--- src/rtl/boot_pkg.sv ---
// boot_pkg: shared definitions for the boot loader.
//   - boot_state_t : boot sequencer states. S_CHECK and S_ERR only exist when
//                    BOOT_CHECKSUM_EN is defined.
//   - BYTES_PER_WORD / BYTE_CNT_W : UART bytes per RAM word and counter width.
package boot_pkg;

   localparam int BYTES_PER_WORD = 4;
   localparam int BYTE_CNT_W     = 2;

`ifdef BOOT_CHECKSUM_EN
   typedef enum logic [2:0] {S_RECV, S_WRITE, S_CHECK, S_RUN, S_ERR} boot_state_t;
`else
   typedef enum logic [1:0] {S_RECV, S_WRITE, S_RUN} boot_state_t;
`endif

endpackage

--- src/rtl/boot_word_asm.sv ---
// boot_word_asm: packs UART bytes into 32-bit little-endian words.
//   clk, rst    : clock, async active-high reset
//   byte_valid  : byte accepted this cycle
//   byte_data   : accepted byte
//   abort       : clear any partial word (held by the owner outside load)
//   word_valid  : combinational pulse, the 4th byte is being accepted
//   word        : assembled word, includes the byte being accepted
// A partial word is discarded after TIMEOUT idle cycles.
module boot_word_asm
   import boot_pkg::*;
#(
   parameter int TIMEOUT = 1000
) (
   input  logic        clk,
   input  logic        rst,
   input  logic        byte_valid,
   input  logic [7:0]  byte_data,
   input  logic        abort,
   output logic        word_valid,
   output logic [31:0] word
);

   localparam int IDLE_W = $clog2(TIMEOUT + 1);
   localparam logic [BYTE_CNT_W-1:0] LAST_BYTE = BYTE_CNT_W'(BYTES_PER_WORD - 1);

   logic [BYTE_CNT_W-1:0] byte_cnt;
   logic [31:0]           shift_q;
   logic [IDLE_W-1:0]     idle_cnt;
   logic                  timeout;

   assign word_valid = byte_valid && (byte_cnt == LAST_BYTE);
   // Fires on the idle cycle that brings idle_cnt up to TIMEOUT.
   assign timeout    = !byte_valid && (byte_cnt != '0) &&
                       (idle_cnt == IDLE_W'(TIMEOUT - 1));

   // Word seen by the owner already carries the byte accepted this cycle,
   // so the write can be registered on the same edge.
   always_comb begin
      word = shift_q;
      word[{byte_cnt, 3'b000} +: 8] = byte_data;
   end

   always_ff @(posedge clk or posedge rst) begin
      if (rst) begin
         byte_cnt <= '0;
         shift_q  <= '0;
         idle_cnt <= '0;
      end else if (abort) begin
         byte_cnt <= '0;
         idle_cnt <= '0;
      end else if (byte_valid) begin
         shift_q[{byte_cnt, 3'b000} +: 8] <= byte_data;
         byte_cnt <= (byte_cnt == LAST_BYTE) ? '0 : byte_cnt + BYTE_CNT_W'(1);
         idle_cnt <= '0;
      end else if (timeout) begin
         byte_cnt <= '0;
         idle_cnt <= '0;
      end else if (byte_cnt != '0) begin
         idle_cnt <= idle_cnt + IDLE_W'(1);
      end
   end

endmodule

--- src/rtl/boot_load_ctrl.sv ---
// boot_load_ctrl: boot sequencer and data-RAM port owner.
// Holds the CPU in reset while CELL_NUMBERS words arrive over the UART, writes
// them to RAM from address 0, then releases the CPU and passes its load/store
// port straight through to the RAM.
//   rx_valid/rx_data/rx_ready : UART byte stream (accept on valid && ready)
//   cpu_mem_*                 : CPU port, ignored until the CPU owns the RAM
//   mem_*                     : RAM port (registered during load, mux in run)
//   cpu_rst                   : CPU reset, registered, high until load done
//   load_done                 : CPU owns the RAM
//   load_error                : checksum mismatch, 0 without BOOT_CHECKSUM_EN
// Optional: BOOT_CHECKSUM_EN adds a trailing checksum byte after the load.
module boot_load_ctrl
   import boot_pkg::*;
#(
   parameter int CELL_NUMBERS = 64,
   parameter int ADDR_W       = 8,
   parameter int TIMEOUT      = 1000
) (
   input  logic              clk,
   input  logic              rst,
   input  logic              rx_valid,
   input  logic [7:0]        rx_data,
   output logic              rx_ready,
   input  logic              cpu_mem_we,
   input  logic [ADDR_W-1:0] cpu_mem_addr,
   input  logic [31:0]       cpu_mem_wdata,
   input  logic [3:0]        cpu_mem_be,
   output logic              mem_we,
   output logic [ADDR_W-1:0] mem_addr,
   output logic [31:0]       mem_wdata,
   output logic [3:0]        mem_be,
   output logic              cpu_rst,
   output logic              load_done,
   output logic              load_error
);

   localparam logic [ADDR_W-1:0] LAST_WORD = ADDR_W'(CELL_NUMBERS - 1);

   boot_state_t       state;
   logic [ADDR_W-1:0] word_cnt;
   logic              ld_we;
   logic [ADDR_W-1:0] ld_addr;
   logic [31:0]       ld_wdata;
   logic [3:0]        ld_be;
   logic              accept;
   logic              word_valid;
   logic [31:0]       asm_word;
   logic              run;

   assign accept = rx_valid && rx_ready && (state == S_RECV);
   assign run    = (state == S_RUN);

   boot_word_asm #(.TIMEOUT(TIMEOUT)) u_asm (
      .clk        (clk),
      .rst        (rst),
      .byte_valid (accept),
      .byte_data  (rx_data),
      .abort      (state != S_RECV),
      .word_valid (word_valid),
      .word       (asm_word)
   );

   // Zero-latency handover: once running, the CPU drives the RAM directly.
   assign mem_we    = run ? cpu_mem_we    : ld_we;
   assign mem_addr  = run ? cpu_mem_addr  : ld_addr;
   assign mem_wdata = run ? cpu_mem_wdata : ld_wdata;
   assign mem_be    = run ? cpu_mem_be    : ld_be;

`ifdef BOOT_CHECKSUM_EN
   logic [7:0] sum;
   logic [7:0] sum_next;

   assign sum_next = sum + rx_data;

   always_ff @(posedge clk or posedge rst) begin
      if (rst)         sum <= '0;
      else if (accept) sum <= sum_next;
   end
`else
   assign load_error = 1'b0;
`endif

   always_ff @(posedge clk or posedge rst) begin
      if (rst) begin
         state     <= S_RECV;
         word_cnt  <= '0;
         rx_ready  <= 1'b1;
         cpu_rst   <= 1'b1;
         load_done <= 1'b0;
         ld_we     <= 1'b0;
         ld_addr   <= '0;
         ld_wdata  <= '0;
         ld_be     <= '0;
`ifdef BOOT_CHECKSUM_EN
         load_error <= 1'b0;
`endif
      end else begin
         ld_we <= 1'b0;
         case (state)
            S_RECV: begin
               if (word_valid) begin
                  state    <= S_WRITE;
                  rx_ready <= 1'b0;
                  ld_we    <= 1'b1;
                  ld_addr  <= word_cnt;
                  ld_wdata <= asm_word;
                  ld_be    <= 4'hF;
               end
            end
            S_WRITE: begin
               if (word_cnt == LAST_WORD) begin
`ifdef BOOT_CHECKSUM_EN
                  state    <= S_CHECK;
                  rx_ready <= 1'b1;
`else
                  state     <= S_RUN;
                  cpu_rst   <= 1'b0;
                  load_done <= 1'b1;
`endif
               end else begin
                  word_cnt <= word_cnt + ADDR_W'(1);
                  state    <= S_RECV;
                  rx_ready <= 1'b1;
               end
            end
`ifdef BOOT_CHECKSUM_EN
            // rx_ready is high here, so rx_valid means the byte is taken.
            S_CHECK: begin
               if (rx_valid) begin
                  rx_ready <= 1'b0;
                  if (sum_next == 8'h00) begin
                     state     <= S_RUN;
                     cpu_rst   <= 1'b0;
                     load_done <= 1'b1;
                  end else begin
                     state      <= S_ERR;
                     load_error <= 1'b1;
                  end
               end
            end
            S_ERR: ;
`endif
            S_RUN: ;
            default: state <= S_RECV;
         endcase
      end
   end

endmodule
--- config.mk ---
export PLATFORM = sky130hd
export DESIGN_NAME = boot_load_ctrl
export DESIGN_NICKNAME = d
export VERILOG_FILES = /design/src/rtl/boot_pkg.sv /design/src/rtl/boot_word_asm.sv /design/src/rtl/boot_load_ctrl.sv
export SDC_FILE = /design/constraint.sdc
export NUM_CORES = 1
export LEC_CHECK = 0
export ABC_AREA = 1
export CAP_MARGIN = 5
export CORE_AREA = 2 2 76 150
export CTS_CLUSTER_DIAMETER = 50
export CTS_CLUSTER_SIZE = 25
export DETAILED_ROUTE_END_ITERATION = 8
export DIE_AREA = 0 0 78 152
export PLACE_DENSITY = 0.77
export SKIP_LAST_GASP = 1
export SLEW_MARGIN = 25
export SYNTH_ARGS = -nofsm -noshare
export SYNTH_HDL_FRONTEND = slang
export SYNTH_SLANG_ARGS = --single-unit
export TNS_END_PERCENT = 100
--- constraint.sdc ---
create_clock -name clk -period 4.1 [get_ports clk]
set_clock_uncertainty 0.1 [all_clocks]
set_input_delay 1.23 -clock clk [delete_from_list [all_inputs] [get_ports clk]]
set_output_delay 1.23 -clock clk [all_outputs]
set_load 0.1 [all_outputs]
* Yosys cells after proc, flatten, opt, wreduce, memory -nomap -nowiden *
Index checks and enable logic that the tools add are counted.

storage, ports and cells
  register bits after elaboration = 99
  bits of input ports = 56

cells by class
  add/subtract/negate cells = 4
  equality and inequality tests = 7
  shifts and indexed selects = 2
  mux-type cells = 21
  bitwise operators = 3
  reduce and logical (&&, ||, !) cells = 18

operators with widths
  kind                    number
  $mux 10                 4
  $bwmux 32               1
  $mux 32                 1
  $shift 8x7->32 const A  1
  $shiftx 8x7->32         1
  $mux 2                  6
  $add 10x1->10 const B   1
  $eq 10x10->1 const B    1
  $reduce_and 2->1        5
  $add 8x1->8 const B     1
  $eq 8x6->1 const B      1
  $mux 8                  1
  $neg 5->7               1
  $pmux 2 s3              1
  $reduce_bool 2->1       3
  $logic_and 1x1->1       5
  $mux 1                  5
  $eq 2x2->1 const B      2
  $mux 4                  1
  $reduce_bool 4->1       1
  $not 1->1               3
  $reduce_and 3->1        1
  $reduce_bool 3->1       1
  $add 2x1->2 const B     1
  other kinds (6)         6

* Depth between registers and ports, before layout *
  depth after elaboration = 8
  depth in mapped cells = 9

* Cells and area by module *
Synthesis repeated with hierarchy kept, for this count alone.

second synthesis, totals
  cell total of the unflattened synthesis = 619
  area, all modules = 5403.9 um^2

by module, submodules not included
  module          times used  cells an instance  area an instance (um^2)  seq. area each (um^2)
  boot_load_ctrl  1           314                2971.6                   1378.8
  boot_word_asm   1           305                2432.3                   1101.1

* Worst setup path after synthesis *
OpenSTA, ideal clock, no wires.

  path kind = input to output
  start = input port cpu_mem_wdata[24]
  end = output port mem_wdata[24]
  arrival time = 2.727 ns
  data required time = 2.770 ns
  path slack = 0.043 ns
  stages on the path = 2
  path buffers = 0
  path through = nor2_1 a21oi_1

on the way
  word-level cells in the longest chain between the ends = 1

RTL lines
  element          RTL line              RTL
  start, declared  boot_load_ctrl.sv:26  input logic [31:0] cpu_mem_wdata,
  $mux 32          boot_load_ctrl.sv:66  assign mem_wdata = run ? cpu_mem_wdata : ld_wdata;
  end, declared    boot_load_ctrl.sv:30  output logic [31:0] mem_wdata,

No other way between the ends.

* Final worst setup path *
  start = input port cpu_mem_wdata[26]
  end = output port mem_wdata[26]

The elaborated chain is that of the path after synthesis.

==> out/metrics.cfg <==
[sta]
slew_viol_final=0
hold_viol_final=0
worstMarginPinSlew_ns=0.972
setup_tns_ns=0
rsz0062_at_grt=no
fmax_mhz=276
setup_viol=0
maxSlewHeadroom=0.350
finalCriticalPeriod_ns=3.62
post-route-period-util=0.884

[setup_path]
cp_data_arrival_time_ns=2.29
required_ns=2.77
critical_path_class=input port to output port
cp-start-kind=input port
path_max_fanout=1
cp-end-kind=output port

[yosys]
ys_ff_latch=91
yosysWarningCount=0
synth_cells=587
synth_nets=650
synth_cell_type_count=25
synth_area_um2=4710
yosysSeqAreaShare=0.484
avgSynthCellArea_um2=8.03

[pwr]
p_int_mw=2.73
pwr-share-seq=0.257
power_frac_clock=0.153
comb_power_share=0.590
irDropWorstVdd_mv=0.687
power_density_nw_per_um2=812
sw_frac_of_total=0.490
p_leak_nw=3.27
netSwitchingPower_mw=2.62
finalPower_mw=5.36

[finish]
fill_cells=904
nNetsFinal=743
final_layout_size_suffix_gt1_frac=0.165
postLayoutCellArea_um2=6590
fin_util=0.610
area_growth_pct=39.9
insertedDiodeCount=0
final_cells=825

[detailed_routing]
drtPass1Iterations=5
wl_met1_um=4480
post-route-drc-count=0
avgRoutedWirePerCell_um=15.1
topRoutingLayerUsed=met4
drt_wl_total_um=12400
dr.first_iter.drc_count=410
ant_nets=0
via_per_inst=5.24
met3_length_um=600
wl_met2_um=7050
vias=4326

[clock_tree]
clk_latency_ns=0.34
cts.sinks=91
cts_buffer_depth=2
path_clk_slew_ns=0.06
cts-resized-gates=0
htree_levels=3
postCtsSetupRepairBufs=0
numCtsBuffers=9
cts_tree=yes
clockRootBuffer=clkbuf_16
holdBufCountCts=0

[grt]
antenna_found_initial=0
grt_pass1_wl_um=20800
track_usage=0.221
overflow=0
grt_pass1_vias=4464
grt_max_degree=62

[floorplan]
die_height_um=152
io_pins=105
die_w_um=78
die-area_um2=11900
start_util=0.436
rows=54
core-area_um2=10800

[placed_design]
gp_congestion=0.881
portBuffers=103
place_area_um2=6300
dpl.hpwl_um=9090
place_inst=809

[flow_run]
max-cap-violations=0

[status]
outcome=finished clean

[worst_hold_path]
min_path_type=register to register

per-layer routing:
metal | track usage | up-vias
met4 | 0.0894 | 0
met3 | 0.0439 | 28
met1 | 0.239 | 2109
met5 | 0 | -
li1 | - | 2045
met2 | 0.408 | 144
state kept, by name, summed over array words and instances, names as in the netlist:
name,cells
load_done,1
rx_ready,1
ld_wdata,32
word_cnt,8
u_asm.shift_q,24
cpu_rst,1
ld_addr,8
ld_be,1
ld_we,1
u_asm.idle_cnt,10
u_asm.byte_cnt,2
state,2
power by group through the flow:
stage          logic, mW  registers, mW  clock network (mW)
2_1_floorplan       2.09           1.35                   0
5_1_grt             3.31           1.42               0.874
3_3_place_gp        3.09           1.37                   0
4_1_cts             3.17           1.38               0.831
3_5_place_dp        3.15           1.39                   0
6_report            3.16           1.38               0.818
path summary, 6_finish.rpt:
path,depth (start not counted),slack [ns],startpoint,end
min in group asynchronous,2,1.14,rst,ld_addr[1]
min reg2reg,2,0.35,cpu_rst,cpu_rst
max in group asynchronous,3,2.03,rst,cpu_rst
max,4,0.48,cpu_mem_wdata[26],mem_wdata[26]
max reg2reg,7,1.40,u_asm.byte_cnt[0],ld_wdata[16]
min,2,0.35,cpu_rst,cpu_rst
logic make-up (layout without fill, tap and decap cells):
family / Yosys count / in the layout / synth area share
DFF: 91 / 91 / 0.484
muxes: 35 / 35 / 0.0836
other: 1 / 1 / 0.000796
and+or+nand+nor: 290 / 290 / 0.249
adders and majority gates: 7 / 7 / 0.0186
AOI/OAI and AO/OA: 58 / 58 / 0.0680
buffers and inverters: 99 / 197 / 0.0852
xor gates and xnor gates: 6 / 6 / 0.0111
worst max-delay path, cell delays in order:
cell	delay, ns
clkdlybuf4s50_1	0.47
nor2_1	0.07
a21oi_1	0.29
buf_12	0.22
Yosys cell counts:
master	count	area [um2]
o21ai_1	6	30.0
ha_1	7	87.6
a21oi_1	9	45.0
buf_4	5	37.5
inv_2	2	7.51
nor2_1	31	116
or2_2	1	6.26
nand2_1	219	822
nand3_1	21	105
xor2_1	6	52.6
mux2_2	35	394
nand2_2	1	6.26
nor2_2	1	6.26
conb_1	1	3.75
nor3_1	2	10.0
buf_2	9	45.0
o22ai_1	24	150
nor3_4	1	16.3
inv_1	72	270
clkbuf_1	11	41.3
nand4_1	12	75.1
o21ai_0	19	95.1
dfstp_2	2	52.6
dfrtp_1	89	2230
nor3_2	1	10.0
cell type report:
cell class	instances	area, um2	area share
Sequential cell	91	2280	0.346
Multi-Input combinational cell	397	2030	0.309
Timing Repair Buffer	107	1530	0.232
Inverter	74	279	0.0423
Clock inverter	6	55.1	0.00835
Tap cell	140	175	0.0266
Clock buffer	10	239	0.0362
placed cells by master (no fill, tap or decap):
cell / instances
nand2_1: 218
dfrtp_1: 89
inv_1: 71
clkdlybuf4s50_1: 56
buf_12: 47
mux2_2: 35
nor2_1: 31
o22ai_1: 24
nand3_1: 21
o21ai_0: 19
nand4_1: 12
a21oi_1: 9
clkbuf_16: 9
ha_1: 7
clkinv_2: 6
o21ai_1: 6
xor2_1: 6
buf_4: 4
nor3_1: 2
nand2_2: 2
inv_2: 2
dfstp_2: 2
nor2_2: 1
nor3_4: 1
nor3_2: 1
or2_2: 1
conb_1: 1
bufinv_16: 1
clkbuf_8: 1
metrics by stage:
stage                     hold WS, ns  setup slack (ns)
final                           0.352             0.476
after floorplan                 0.336            0.0430
after global placement          0.344             0.519
after detailed placement        0.343             0.464
after global routing            0.393             0.442
after CTS                       0.354             0.463
No activity file was read; power rests on OpenSTA's default activity.
